<file path="src/rtl/muldiv_pkg.sv">
// Shared operation encodings, FSM state type and default operand width for
// the Hi/Lo multiply/divide unit.
package muldiv_pkg;

    localparam int DEFAULT_WIDTH = 32;

    localparam logic [2:0] OP_MULT  = 3'b000;
    localparam logic [2:0] OP_MULTU = 3'b001;
    localparam logic [2:0] OP_DIV   = 3'b010;
    localparam logic [2:0] OP_DIVU  = 3'b011;
    localparam logic [2:0] OP_MTHI  = 3'b100;
    localparam logic [2:0] OP_MTLO  = 3'b101;

    typedef enum logic [1:0] {
        IDLE = 2'd0,
        RUN  = 2'd1,
        FIX  = 2'd2
    } state_e;

endpackage

</file>
<file path="src/rtl/muldiv_absneg.sv">
// Combinational conditional two's-complement negate; used both to take operand
// magnitudes and to restore the sign of finished results.
module muldiv_absneg #(
    parameter int WIDTH = 32
) (
    input  logic [WIDTH-1:0] value_i,
    input  logic             neg_i,
    output logic [WIDTH-1:0] result_o
);
    assign result_o = neg_i ? (~value_i + WIDTH'(1)) : value_i;
endmodule

</file>
<file path="src/rtl/hilo_muldiv_unit.sv">
// Hi/Lo unit: one-bit-per-cycle MULT/MULTU, MTHI/MTLO, and restoring DIV/DIVU
// when the MULDIV_DIV_EN macro is defined (otherwise DIV/DIVU act as reserved).
module hilo_muldiv_unit
    import muldiv_pkg::*;
#(
    parameter int WIDTH = DEFAULT_WIDTH
) (
    input  logic             Clk,
    input  logic             reset,
    input  logic             start,
    input  logic [2:0]       op,
    input  logic [WIDTH-1:0] src_a,
    input  logic [WIDTH-1:0] src_b,
    output logic             busy,
    output logic             done,
    output logic             div_by_zero,
    output logic [WIDTH-1:0] Hi,
    output logic [WIDTH-1:0] Lo
);
    localparam int               CNT_W     = $clog2(WIDTH) + 1;
    localparam logic [CNT_W-1:0] LAST_ITER = CNT_W'(WIDTH - 1);

    state_e             state_q, state_d;
    logic [2:0]         op_q;
    logic               sign_a_q, sign_b_q;
    logic [WIDTH-1:0]   opnd_q, acc_hi_q, acc_lo_q, hi_q, lo_q;
    logic [CNT_W-1:0]   cnt_q;
    logic               done_q, pend_q;

    logic               accept, launch, is_mul_in, is_signed_in, signed_op;
    logic [WIDTH-1:0]   mag_a, mag_b, step_hi, step_lo, res_hi, res_lo;
    logic [WIDTH:0]     mul_sum;
    logic [2*WIDTH-1:0] prod_fixed;

    assign accept       = start && (state_q == IDLE);
    assign is_mul_in    = (op == OP_MULT) || (op == OP_MULTU);
    assign is_signed_in = (op == OP_MULT) || (op == OP_DIV);
    assign signed_op    = (op_q == OP_MULT) || (op_q == OP_DIV);

    muldiv_absneg #(.WIDTH(WIDTH)) u_abs_a (
        .value_i (src_a),
        .neg_i   (is_signed_in && src_a[WIDTH-1]),
        .result_o(mag_a)
    );
    muldiv_absneg #(.WIDTH(WIDTH)) u_abs_b (
        .value_i (src_b),
        .neg_i   (is_signed_in && src_b[WIDTH-1]),
        .result_o(mag_b)
    );
    muldiv_absneg #(.WIDTH(2 * WIDTH)) u_fix_prod (
        .value_i ({acc_hi_q, acc_lo_q}),
        .neg_i   (signed_op && (sign_a_q ^ sign_b_q)),
        .result_o(prod_fixed)
    );

    // Shift-add: acc_lo holds the unconsumed multiplier bits, acc_hi the partial sum.
    assign mul_sum = {1'b0, acc_hi_q} + (acc_lo_q[0] ? {1'b0, opnd_q} : '0);

`ifdef MULDIV_DIV_EN
    logic             is_div_run, div_zero_in, div_ge, pend_dbz_q, dbz_q;
    logic [WIDTH:0]   div_shift;
    logic [WIDTH-1:0] div_diff, quo_fixed, rem_fixed;

    assign div_zero_in = ((op == OP_DIV) || (op == OP_DIVU)) && (src_b == '0);
    assign launch      = accept && (is_mul_in || op == OP_DIV || op == OP_DIVU) && !div_zero_in;
    assign is_div_run  = (op_q == OP_DIV) || (op_q == OP_DIVU);

    // Restoring step: acc_hi is the partial remainder, acc_lo shifts dividend out, quotient in.
    assign div_shift = {acc_hi_q, acc_lo_q[WIDTH-1]};
    assign div_ge    = div_shift >= {1'b0, opnd_q};
    assign div_diff  = div_shift[WIDTH-1:0] - opnd_q;

    muldiv_absneg #(.WIDTH(WIDTH)) u_fix_quo (
        .value_i (acc_lo_q),
        .neg_i   (signed_op && (sign_a_q ^ sign_b_q)),
        .result_o(quo_fixed)
    );
    muldiv_absneg #(.WIDTH(WIDTH)) u_fix_rem (
        .value_i (acc_hi_q),
        .neg_i   (signed_op && sign_a_q),
        .result_o(rem_fixed)
    );

    assign step_hi = is_div_run ? (div_ge ? div_diff : div_shift[WIDTH-1:0]) : mul_sum[WIDTH:1];
    assign step_lo = is_div_run ? {acc_lo_q[WIDTH-2:0], div_ge} : {mul_sum[0], acc_lo_q[WIDTH-1:1]};
    assign res_hi  = is_div_run ? rem_fixed : prod_fixed[2*WIDTH-1:WIDTH];
    assign res_lo  = is_div_run ? quo_fixed : prod_fixed[WIDTH-1:0];

    always_ff @(posedge Clk or negedge reset) begin
        if (!reset) begin
            pend_dbz_q <= 1'b0;
            dbz_q      <= 1'b0;
        end else begin
            pend_dbz_q <= accept && div_zero_in;
            dbz_q      <= pend_q && pend_dbz_q;
        end
    end
    assign div_by_zero = dbz_q;
`else
    assign launch      = accept && is_mul_in;
    assign step_hi     = mul_sum[WIDTH:1];
    assign step_lo     = {mul_sum[0], acc_lo_q[WIDTH-1:1]};
    assign res_hi      = prod_fixed[2*WIDTH-1:WIDTH];
    assign res_lo      = prod_fixed[WIDTH-1:0];
    assign div_by_zero = 1'b0;
`endif

    // NOTE: every combinational output gets a default before the case so no latch is inferred.
    always_comb begin
        state_d = state_q;
        unique case (state_q)
            IDLE:    if (launch) state_d = RUN;
            RUN:     if (cnt_q == LAST_ITER) state_d = FIX;
            FIX:     state_d = IDLE;
            default: state_d = IDLE;
        endcase
    end

    // NOTE: state uses non-blocking assignments so every register samples pre-edge values.
    always_ff @(posedge Clk or negedge reset) begin
        if (!reset) begin
            state_q  <= IDLE;
            op_q     <= '0;
            sign_a_q <= 1'b0;
            sign_b_q <= 1'b0;
            opnd_q   <= '0;
            acc_hi_q <= '0;
            acc_lo_q <= '0;
            hi_q     <= '0;
            lo_q     <= '0;
            cnt_q    <= '0;
            done_q   <= 1'b0;
            pend_q   <= 1'b0;
        end else begin
            state_q <= state_d;
            done_q  <= pend_q;
            pend_q  <= 1'b0;
            unique case (state_q)
                IDLE: begin
                    if (accept) begin
                        op_q     <= op;
                        sign_a_q <= src_a[WIDTH-1];
                        sign_b_q <= src_b[WIDTH-1];
                        cnt_q    <= '0;
                        if (launch) begin
                            opnd_q   <= is_mul_in ? mag_a : mag_b;
                            acc_hi_q <= '0;
                            acc_lo_q <= is_mul_in ? mag_b : mag_a;
                        end else begin
                            // Single-cycle ops: done follows one edge later, busy stays low.
                            pend_q <= 1'b1;
                            if (op == OP_MTHI) hi_q <= src_a;
                            if (op == OP_MTLO) lo_q <= src_a;
                        end
                    end
                end
                RUN: begin
                    cnt_q    <= cnt_q + CNT_W'(1);
                    acc_hi_q <= step_hi;
                    acc_lo_q <= step_lo;
                end
                FIX: begin
                    hi_q   <= res_hi;
                    lo_q   <= res_lo;
                    done_q <= 1'b1;
                end
                default: ;
            endcase
        end
    end

    assign busy = (state_q != IDLE);
    assign done = done_q;
    assign Hi   = hi_q;
    assign Lo   = lo_q;

endmodule
</file>
<file path="config.mk">
export PLATFORM = sky130hd
export DESIGN_NAME = hilo_muldiv_unit
export DESIGN_NICKNAME = d
export VERILOG_FILES = /design/src/rtl/muldiv_pkg.sv /design/src/rtl/muldiv_absneg.sv /design/src/rtl/hilo_muldiv_unit.sv
export SDC_FILE = /design/constraint.sdc
export NUM_CORES = 1
export LEC_CHECK = 0
export BUFFER_PORTS_ARGS = -buffer_cell sky130_fd_sc_hd__buf_4
export CAP_MARGIN = 25
export CORE_UTILIZATION = 64
export DETAILED_ROUTE_END_ITERATION = 16
export GPL_TIMING_DRIVEN = 1
export PLACE_DENSITY = 0.86
export SLEW_MARGIN = 25
export SYNTH_ARGS = -nofsm -noshare
export SYNTH_HDL_FRONTEND = slang
export SYNTH_SLANG_ARGS = --single-unit
</file>
<file path="constraint.sdc">
create_clock -name Clk -period 5.25 [get_ports Clk]
set_input_delay 0.2625 -clock Clk [delete_from_list [all_inputs] [get_ports Clk]]
set_output_delay 0.2625 -clock Clk [all_outputs]
set_load 0.02 [all_outputs]
</file>
======== Word level (Yosys, flattened, before mapping) ========
Index checks and enable logic that the tools add are counted.
operators by class
  $add $sub $neg .......................... 5
  equal/unequal tests ..................... 14
  mux-type cells .......................... 29
  bitwise operators ....................... 4
  reductions and logical operators ........ 21
operators with widths
  operator                                                                 number
  32-bit 2-to-1 mux                                                        15
  32-bit one-hot mux with 2 select lines                                   4
  32-bit by 1-bit adder with 32-bit output, second input constant          2
  64-bit by 1-bit adder with 64-bit output, second input constant          1
  64-bit 2-to-1 mux                                                        1
  32-bit NOT                                                               2
  64-bit NOT                                                               1
  32-bit by 32-bit adder with 33-bit output                                1
  6-bit one-hot mux with 2 select lines                                    1
  2-bit inequality test, second input constant                             4
  4-bit AND reduction                                                      2
  6-bit by 1-bit adder with 6-bit output, second input constant            1
  3-bit by 2-bit equality test with 1-bit output, second input constant    2
  3-bit equality test, second input constant                               2
  6-bit by 5-bit equality test with 1-bit output, second input constant    1
  3-bit logical NOT                                                        2
  6-bit 2-to-1 mux                                                         1
  2-bit AND reduction                                                      3
  3-bit AND reduction                                                      2
  2-bit nonzero test                                                       3
  1-bit logical AND                                                        5
  1-bit 2-to-1 mux                                                         4
  2-bit 2-to-1 mux                                                         2
  2-bit by 1-bit inequality test with 1-bit output, second input constant  2
  other kinds (7)                                                          9
storage, ports and cells
  register bits ........................... 175
  bits of input ports ..................... 70
  output and inout bits ................... 67

======== Logic depth before layout (Yosys ltp) ========
Gate-level depths: netlist of the first run.
  depth after elaboration ................. 8
  gate-level depth with buffers ........... 13

======== Hierarchy ========
From an unflattened synthesis of the first run, not the netlist that was laid out.
unflattened totals
  cell total of the unflattened synthesis .. 1489
  area total of the unflattened synthesis .. 12690.9 um2
modules (own cells, without submodules)
  module                        times used  cells each  area an instance (um2)  sequential area each (um2)
  hilo_muldiv_unit              1           1085        9487.8                  4354.2
  muldiv_absneg at u_fix_prod   1           206         1649.1                  0.0
  muldiv_absneg at u_abs_a ...  2           99          777.0                   0.0

======== Worst setup path after synthesis of the first run ========
OpenSTA, ideal clock, no wires.
  kind .................................... flip-flop to flip-flop
  from .................................... reg acc_lo_q[0]
  to ...................................... reg acc_hi_q[27]
  setup time .............................. 0.116 ns
  arrival ................................. 3.248 ns
  data required time ...................... 5.134 ns
  slack ................................... 1.886 ns
  cell stages (with the launch flop) ...... 14
  path buffers ............................ 2
  path through ............................ dfrtp_1 -> clkbuf_1 -> clkbuf_1 -> and2_1 -> ha_1 -> inv_1 -> fa_1 -> nand2b_1 -> a21oi_1 -> o221ai_1 -> a2111oi_0 -> a31oi_1 -> or2_2 -> o311ai_0
between the ends
  longest elaborated chain between the ends .. 3
ends and longest elaborated chain
  item                                       RTL line                 source
  start, declared                            hilo_muldiv_unit.sv:26   logic [WIDTH-1:0] opnd_q, acc_hi_q, acc_lo_q, hi_q, lo_q;
  start signal, assigned                     hilo_muldiv_unit.sv:148  acc_lo_q <= is_mul_in ? mag_b : mag_a;
  start signal, assigned                     hilo_muldiv_unit.sv:160  acc_lo_q <= step_lo;
  32-bit 2-to-1 mux                          hilo_muldiv_unit.sv:57   assign mul_sum = {1'b0, acc_hi_q} + (acc_lo_q[0] ? {1'b0, opnd_q} : '0);
  32-bit by 32-bit adder with 33-bit output  hilo_muldiv_unit.sv:57
  32-bit one-hot mux with 2 select lines     hilo_muldiv_unit.sv:138  unique case (state_q)
  end signal, assigned                       hilo_muldiv_unit.sv:159  acc_hi_q <= step_hi;
  end, declared                              hilo_muldiv_unit.sv:26
Every way passes these cells.
A chain may end at the register's enable or synchronous reset.

======== Worst setup path in the final report of the first run ========
  from .................................... reg acc_lo_q[0]
  to ...................................... reg acc_hi_q[24]
Same word-level chain as after synthesis.

==> results of run 1 <==
==> power by group <==
part           internal [mW]  switching, mW  total [mW]
sequential              1.75          0.545        2.29
clock                  0.721          0.584        1.31
combinational           1.05           1.60        2.65
total                   3.51           2.73        6.24
==> Yosys cell counts, drive strengths merged (13+ instances only) <==
cell	instances	area [µm²]
dfrtp	174	4350
a211oi	21	168
xor2	68	596
inv	18	67.6
nand2	198	743
ha	36	450
o41ai	13	121
nor3	30	150
or3	19	119
nor2	114	428
o22ai	15	93.8
xnor2	47	412
a21o	15	113
mux2i	16	160
o21ai	169	846
a31oi	16	100
nand2b	13	81.3
a22oi	13	97.6
and2	35	219
or4	17	135
nand3	27	135
a21oi	101	505
o31ai	31	233
clkbuf	85	319
==> critical path: stages (launching register included) <==
cell	delay, ns
sky130_fd_sc_hd__dfrtp_1	0.40
sky130_fd_sc_hd__buf_4	0.26
sky130_fd_sc_hd__and2_1	0.18
sky130_fd_sc_hd__ha_1	0.37
sky130_fd_sc_hd__a21o_1	0.16
sky130_fd_sc_hd__a21oi_1	0.08
sky130_fd_sc_hd__a211oi_1	0.52
sky130_fd_sc_hd__a31oi_1	0.33
sky130_fd_sc_hd__o31ai_1	0.68
sky130_fd_sc_hd__a311o_1	0.27
sky130_fd_sc_hd__nand3_1	0.07
==> worst min-delay path by stage <==
| stage | slack, ns | startpoint | cells after the start | endpoint |
|---|---|---|---|---|
| floorplan | -0.03 | reset | 0 | Hi[0] |
| global placement | 0.41 | reset | 1 | Lo[12] |
| detailed placement | 0.42 | reset | 1 | Lo[13] |
| CTS | 0.05 | src_b[31] | 3 | sign_b_q |
| global route | 0.07 | src_b[31] | 3 | sign_b_q |
| finish | 0.05 | src_b[31] | 3 | sign_b_q |
==> routing by layer <==
metal,track usage (%),wire length [µm]
met5,0,0
met1,54.2,15200
met2,62.7,17000
met4,20.4,1800
met3,7.49,3900
==> placed cells by master, fill, tap and decap left out, types with 11 or more instances in the layout <==
master                        n
sky130_fd_sc_hd__a211oi_1    19
sky130_fd_sc_hd__a21o_1      15
sky130_fd_sc_hd__a21oi_1    101
sky130_fd_sc_hd__a22oi_1     13
sky130_fd_sc_hd__a31oi_1     16
sky130_fd_sc_hd__and2_1      34
sky130_fd_sc_hd__and3_1      12
sky130_fd_sc_hd__buf_4      147
sky130_fd_sc_hd__clkbuf_16   17
sky130_fd_sc_hd__dfrtp_1    174
sky130_fd_sc_hd__ha_1        36
sky130_fd_sc_hd__inv_1       18
sky130_fd_sc_hd__mux2i_1     16
sky130_fd_sc_hd__nand2_1    197
sky130_fd_sc_hd__nand2b_1    11
sky130_fd_sc_hd__nand3_1     27
sky130_fd_sc_hd__nand4_1     12
sky130_fd_sc_hd__nor2_1     112
sky130_fd_sc_hd__nor3_1      29
sky130_fd_sc_hd__o21ai_0    167
sky130_fd_sc_hd__o22ai_1     15
sky130_fd_sc_hd__o31ai_1     31
sky130_fd_sc_hd__o41ai_1     12
sky130_fd_sc_hd__or3_1       19
sky130_fd_sc_hd__or4_1       15
sky130_fd_sc_hd__xnor2_1     47
sky130_fd_sc_hd__xor2_1      68
==> stage by stage <==
stage / total power [mW] / instance area (µm²) / setup slack (ns) / util, % / hold WS [ns]
2_1_floorplan: 3.96 / 11800 / 1.89 / - / -0.0331
3_3_place_gp: 4.76 / 12900 / 2.01 / 71.6 / 0.415
3_5_place_dp: 4.86 / 12900 / 1.96 / 71.6 / 0.422
4_1_cts: 6.15 / 13500 / 1.95 / 74.9 / 0.0474
5_1_grt: 6.56 / 13500 / 1.61 / 75.0 / 0.0653
6_report: 6.24 / 13500 / 1.81 / 75.0 / 0.0467
==> flip-flops by register name, indices dropped and copies added (netlist names), 2 cells and up <==
| signal | cells |
|---|---|
| state_q | 2 |
| op_q | 2 |
| acc_hi_q | 32 |
| Hi | 32 |
| opnd_q | 32 |
| Lo | 32 |
| acc_lo_q | 32 |
| cnt_q | 6 |
==> cell type report <==
class	instances	area, µm²	area share [%]
Multi-Input combinational cell	1155	7090	52.4
Timing Repair Buffer	149	1120	8.32
Inverter	18	67.6	0.500
Sequential cell	174	4350	32.2
Clock inverter	13	153	1.13
Tap cell	229	287	2.12
Clock buffer	18	439	3.25
==> kinds of logic (layout without fill, tap and decap cells) <==
group	count (synthesis)	count (layout)	synth area share [%]
xor+xnor	115	115	8.51
compound gates	468	468	24.8
buf+inv	111	198	3.64
other cells	1	1	0.0317
mux	16	16	1.35
flops	174	174	36.8
fa+ha+maj	37	37	3.98
simple gates	518	518	20.9
==> repair_timing <==
action,CTS,global route
hold buffers,1,0
setup endpoints to repair,0,0
endpoints found under the hold margin,92,0
==> flow_metrics.tcl, run 1 <==
set metrics [dict create \
    yosysUniqueCellTypes 75 \
    min_period_over_period_pct 65.4 \
    initialDrtViolationCount 1501 \
    drt_pre_antenna_iters 8 \
    criticalPathCategory "reg2reg" \
    final.setup_skew_ns 0.0121 \
    worst_hold_path_type "in2reg" \
    clk_root_buffer_cell "sky130_fd_sc_hd__clkbuf_16" \
    via_count 11900 \
    end_kind "flip-flop" \
    grt_antenna_before_repair 0 \
    grt_usage_pct 40.5 \
    site_rows 49 \
    r2r_slack_ns 1.81 \
    die_height_um 138 \
    core_um2 18000 \
    cap_violations 0 \
    tritoncts_clock_tree "done" \
    dp.cells 1724 \
    total_leakage_power_nw 5.83 \
    part_of_the_yosys_area_used_for_sequential_elements_pct 36.8 \
    fin_tns_setup_ns 0 \
    hpwl_um 27000 \
    cts_max_level 4 \
    worst_ir_drop_vdd_v 0.000346 \
    detail_route.wirelength_um 37900 \
    synth.yosys.warnings 0 \
    synth-async-reset-ratio_pct 100 \
    finalNetCount 1622 \
    ys_ff_latch 174 \
    numCtsBuffers 17 \
    final.fill_count 1385 \
    syn_area_um2 11800 \
    regToRegEndpoint "acc_hi_q[24]" \
    clk_latency_ns 0.44 \
    hold_viol_final 0 \
    total_congestion_overflow_after_global_routing 0 \
    grt_max_degree 95 \
    grt_pass1_wl_um 58200 \
    drive_above_1_share_pct 13.4 \
    post_cts_resize_count 0 \
    design.portCount 137 \
    path_max_fanout 34 \
    required_ns 5.57 \
    syn2layout_area_growth_pct 14.2 \
    drt.antenna.violating_nets 0 \
    cp-startpoint "acc_lo_q[0]" \
    gp_weighted_congestion 0.979 \
    peak_freq_mhz 291 \
    mappedNetlistNets 1547 \
    port_buffers 135 \
    die_area_um2 19000 \
    die-width_um 138 \
    period_minus_slack_ns 3.44 \
    status "completed" \
    tightestPinTransition_ns 1.06 \
    start_util_pct 65.6 \
    post_drt_via_cell_ratio 6.77 \
    synth_enable_flop_cells 0 \
    fin_cells 1756 \
    antennaDiodeCount 0 \
    synth_ff_type "sky130_fd_sc_hd__dfrtp_1" \
    cts_setup_buffers 0 \
    grt_setup_unrepaired "false" \
    avgRoutedWirePerCell_um 21.6 \
    cts.sink_count 174 \
    r2r_start "acc_lo_q[0]" \
    cp_data_arrival_time_ns 3.76 \
    worst_slew_margin_rel_pct 28.9 \
    setup_viol 0 \
    synthCells 1440 \
    power_per_cell_area_nw_per_um2 462 \
    final_max_slew_viol_count 0 \
    avgSynthCellArea_um2 8.21 \
    first_global_vias 11100 \
    worst_r2r_path_depth 10 \
    drcViolationCount 0 \
    clock_path_buffers 2 \
    clk_pin_slew_ns 0.07 \
    worst_setup_path_start_kind "flip-flop" \
    worst_setup_path_endpoint "acc_hi_q[24]" \
]
(Power assumes the default switching activity.)
==> run 2, diff against run 1 <==
Settings changed: CORE_UTILIZATION 64 to 54, PLACE_DENSITY 0.86 to 0.78.
Clock period 5.25 ns to 3.1 ns, I/O delays scaled along.
==> flow_metrics.tcl, run 2 (synthesized netlist as in run 1, its figures left out) <==
set metrics [dict create \
    cts.sink_count 174 \
    post_drt_via_cell_ratio 6.45 \
    hpwl_um 28800 \
    clock_path_buffers 2 \
    most-common-layout-cells "sky130_fd_sc_hd__buf_4 (205), sky130_fd_sc_hd__nand2_1 (197), sky130_fd_sc_hd__dfrtp_1 (174)" \
    grt_max_degree 72 \
    period_minus_slack_ns 3.03 \
    drive_above_1_share_pct 17.0 \
    status "completed" \
    end_kind "flip-flop" \
    drt.antenna.violating_nets 0 \
    criticalPathCategory "reg2reg" \
    syn2layout_area_growth_pct 19.7 \
    power_per_cell_area_nw_per_um2 775 \
    path_max_fanout 8 \
    grt_usage_pct 35.7 \
    grt_antenna_before_repair 0 \
    total_congestion_overflow_after_global_routing 0 \
    gp_weighted_congestion 0.957 \
    cap_violations 0 \
    final_common_cell "sky130_fd_sc_hd__buf_4" \
    grt_pass1_wl_um 60900 \
    clk_root_buffer_cell "sky130_fd_sc_hd__clkbuf_16" \
    total_leakage_power_nw 6.18 \
    final.fill_count 1747 \
    port_buffers 135 \
    peak_freq_mhz 330 \
    cp_data_arrival_time_ns 3.36 \
    numCtsBuffers 17 \
    grt_util_met3_pct 6.52 \
    core_um2 21200 \
    grt.met1_usage_pct 49.4 \
    hold_viol_final 0 \
    min_period_over_period_pct 97.7 \
    first_global_vias 11000 \
    cell_internal_pwr_mw 6.20 \
    tightestPinTransition_ns 1.10 \
    dp.cells 1828 \
    fin_cells 1871 \
    switching_share_pct 43.4 \
    design.portCount 137 \
    die_area_um2 22500 \
    clk_latency_ns 0.45 \
    clk_pin_slew_ns 0.08 \
    final_core_utilization_pct 66.7 \
    via_count 12100 \
    total_switching_power_mw 4.76 \
    cts_max_level 4 \
    drcViolationCount 0 \
    start_util_pct 55.7 \
    antennaDiodeCount 0 \
    die_height_um 150 \
    final_max_slew_viol_count 0 \
    final.setup_skew_ns 0.0108 \
    worst_setup_path_start_kind "flip-flop" \
    worst_ir_drop_vdd_v 0.000523 \
    p_total_mw 11.0 \
    worst_hold_path_type "in2reg" \
    tritoncts_clock_tree "done" \
    site_rows 53 \
    required_ns 3.43 \
    worst_slew_margin_rel_pct 26.7 \
    drt_pre_antenna_iters 7 \
    seq_power_share_pct 34.7 \
    hold-worst-slack_ns 0.0122 \
    detail_route.wirelength_um 39600 \
    use_met2_pct 55.0 \
    clkPwrFrac_pct 20.4 \
    initialDrtViolationCount 1438 \
    avgRoutedWirePerCell_um 21.2 \
    gr-max-usage-layer "met2" \
    die-width_um 150 \
    setup_viol 0 \
    share_comb_of_total_power_pct 44.8 \
    finalNetCount 1690 \
]
[run 2: changes by cell type in the layout (fill, tap and decap cells not counted), moves of 3 or more]
cell	change
sky130_fd_sc_hd__clkinv_2	+3
sky130_fd_sc_hd__dlygate4sd3_1	+7
sky130_fd_sc_hd__clkinv_4	-3
sky130_fd_sc_hd__buf_4	+58
[run 2: layer usage]
layer	part of all wire (%)	wire [µm]
met5	0	0
met4	3.7	1460
met3	8.4	3350
met2	46	18200
met1	42	16600
[run 2: power by group through the flow]
stage | clock network (mW) | logic, mW | registers [mW]
2_1_floorplan | 0 | 2.93 | 3.79
3_3_place_gp | 0 | 4.65 | 3.78
3_5_place_dp | 0 | 4.76 | 3.80
4_1_cts | 2.24 | 4.80 | 3.78
5_1_grt | 2.32 | 5.36 | 3.88
6_report | 2.24 | 4.92 | 3.81
[run 2: layout make-up]
class	count	area (µm²)	area share [%]
multi-input cells	1155	7120	50.3
flip-flops and latches	174	4350	30.8
repair buffers	217	1680	11.9
clock buffers	18	439	3.10
well taps	275	344	2.43
clock inverters	14	153	1.08
inverters	18	67.6	0.477
[run 2: worst paths after layout]
| check | startpoint | to | slack, ns | cells after the start |
|---|---|---|---|---|
| hold reg to reg | opnd_q[24] | opnd_q[24] | 0.48 | 2 |
| max in group asynchronous | reset | acc_lo_q[3] | 1.83 | 3 |
| min in group asynchronous | reset | Lo[16] | 0.26 | 2 |
| setup / recovery | acc_lo_q[13] | Hi[29] | 0.07 | 7 |
| hold / removal | src_b[29] | acc_lo_q[29] | 0.01 | 3 |
| setup reg to reg | acc_lo_q[13] | Hi[29] | 0.07 | 7 |
[run 2: repair_timing]
| action | CTS | global route |
|---|---|---|
| setup endpoints to repair | 0 | 9 |
| setup buffers | 0 | 3 |
| resized for setup | 0 | 9 |
| endpoints found under the hold margin | 69 | 0 |
| hold buffers | 8 | 0 |
[run 2: critical path: stages (launching register included)]
cell	delay (ns)
sky130_fd_sc_hd__dfrtp_1	0.38
sky130_fd_sc_hd__or4_4	0.54
sky130_fd_sc_hd__or3_1	0.33
sky130_fd_sc_hd__or3_1	0.45
sky130_fd_sc_hd__or4_4	0.55
sky130_fd_sc_hd__buf_4	0.19
sky130_fd_sc_hd__o41ai_1	0.36
sky130_fd_sc_hd__a211oi_2	0.12
[run 2: per-stage QoR]
step | TNS (ns) | area (µm²) | setup WS, ns
global route | -0.0428 | 14200 | -0.0235
global placement | 0 | 13400 | 0.127
floorplan | -0.00324 | 11800 | -0.00324
CTS | 0 | 14100 | 0.00229
detailed placement | -0.0282 | 13400 | -0.0282
finish | 0 | 14200 | 0.0722
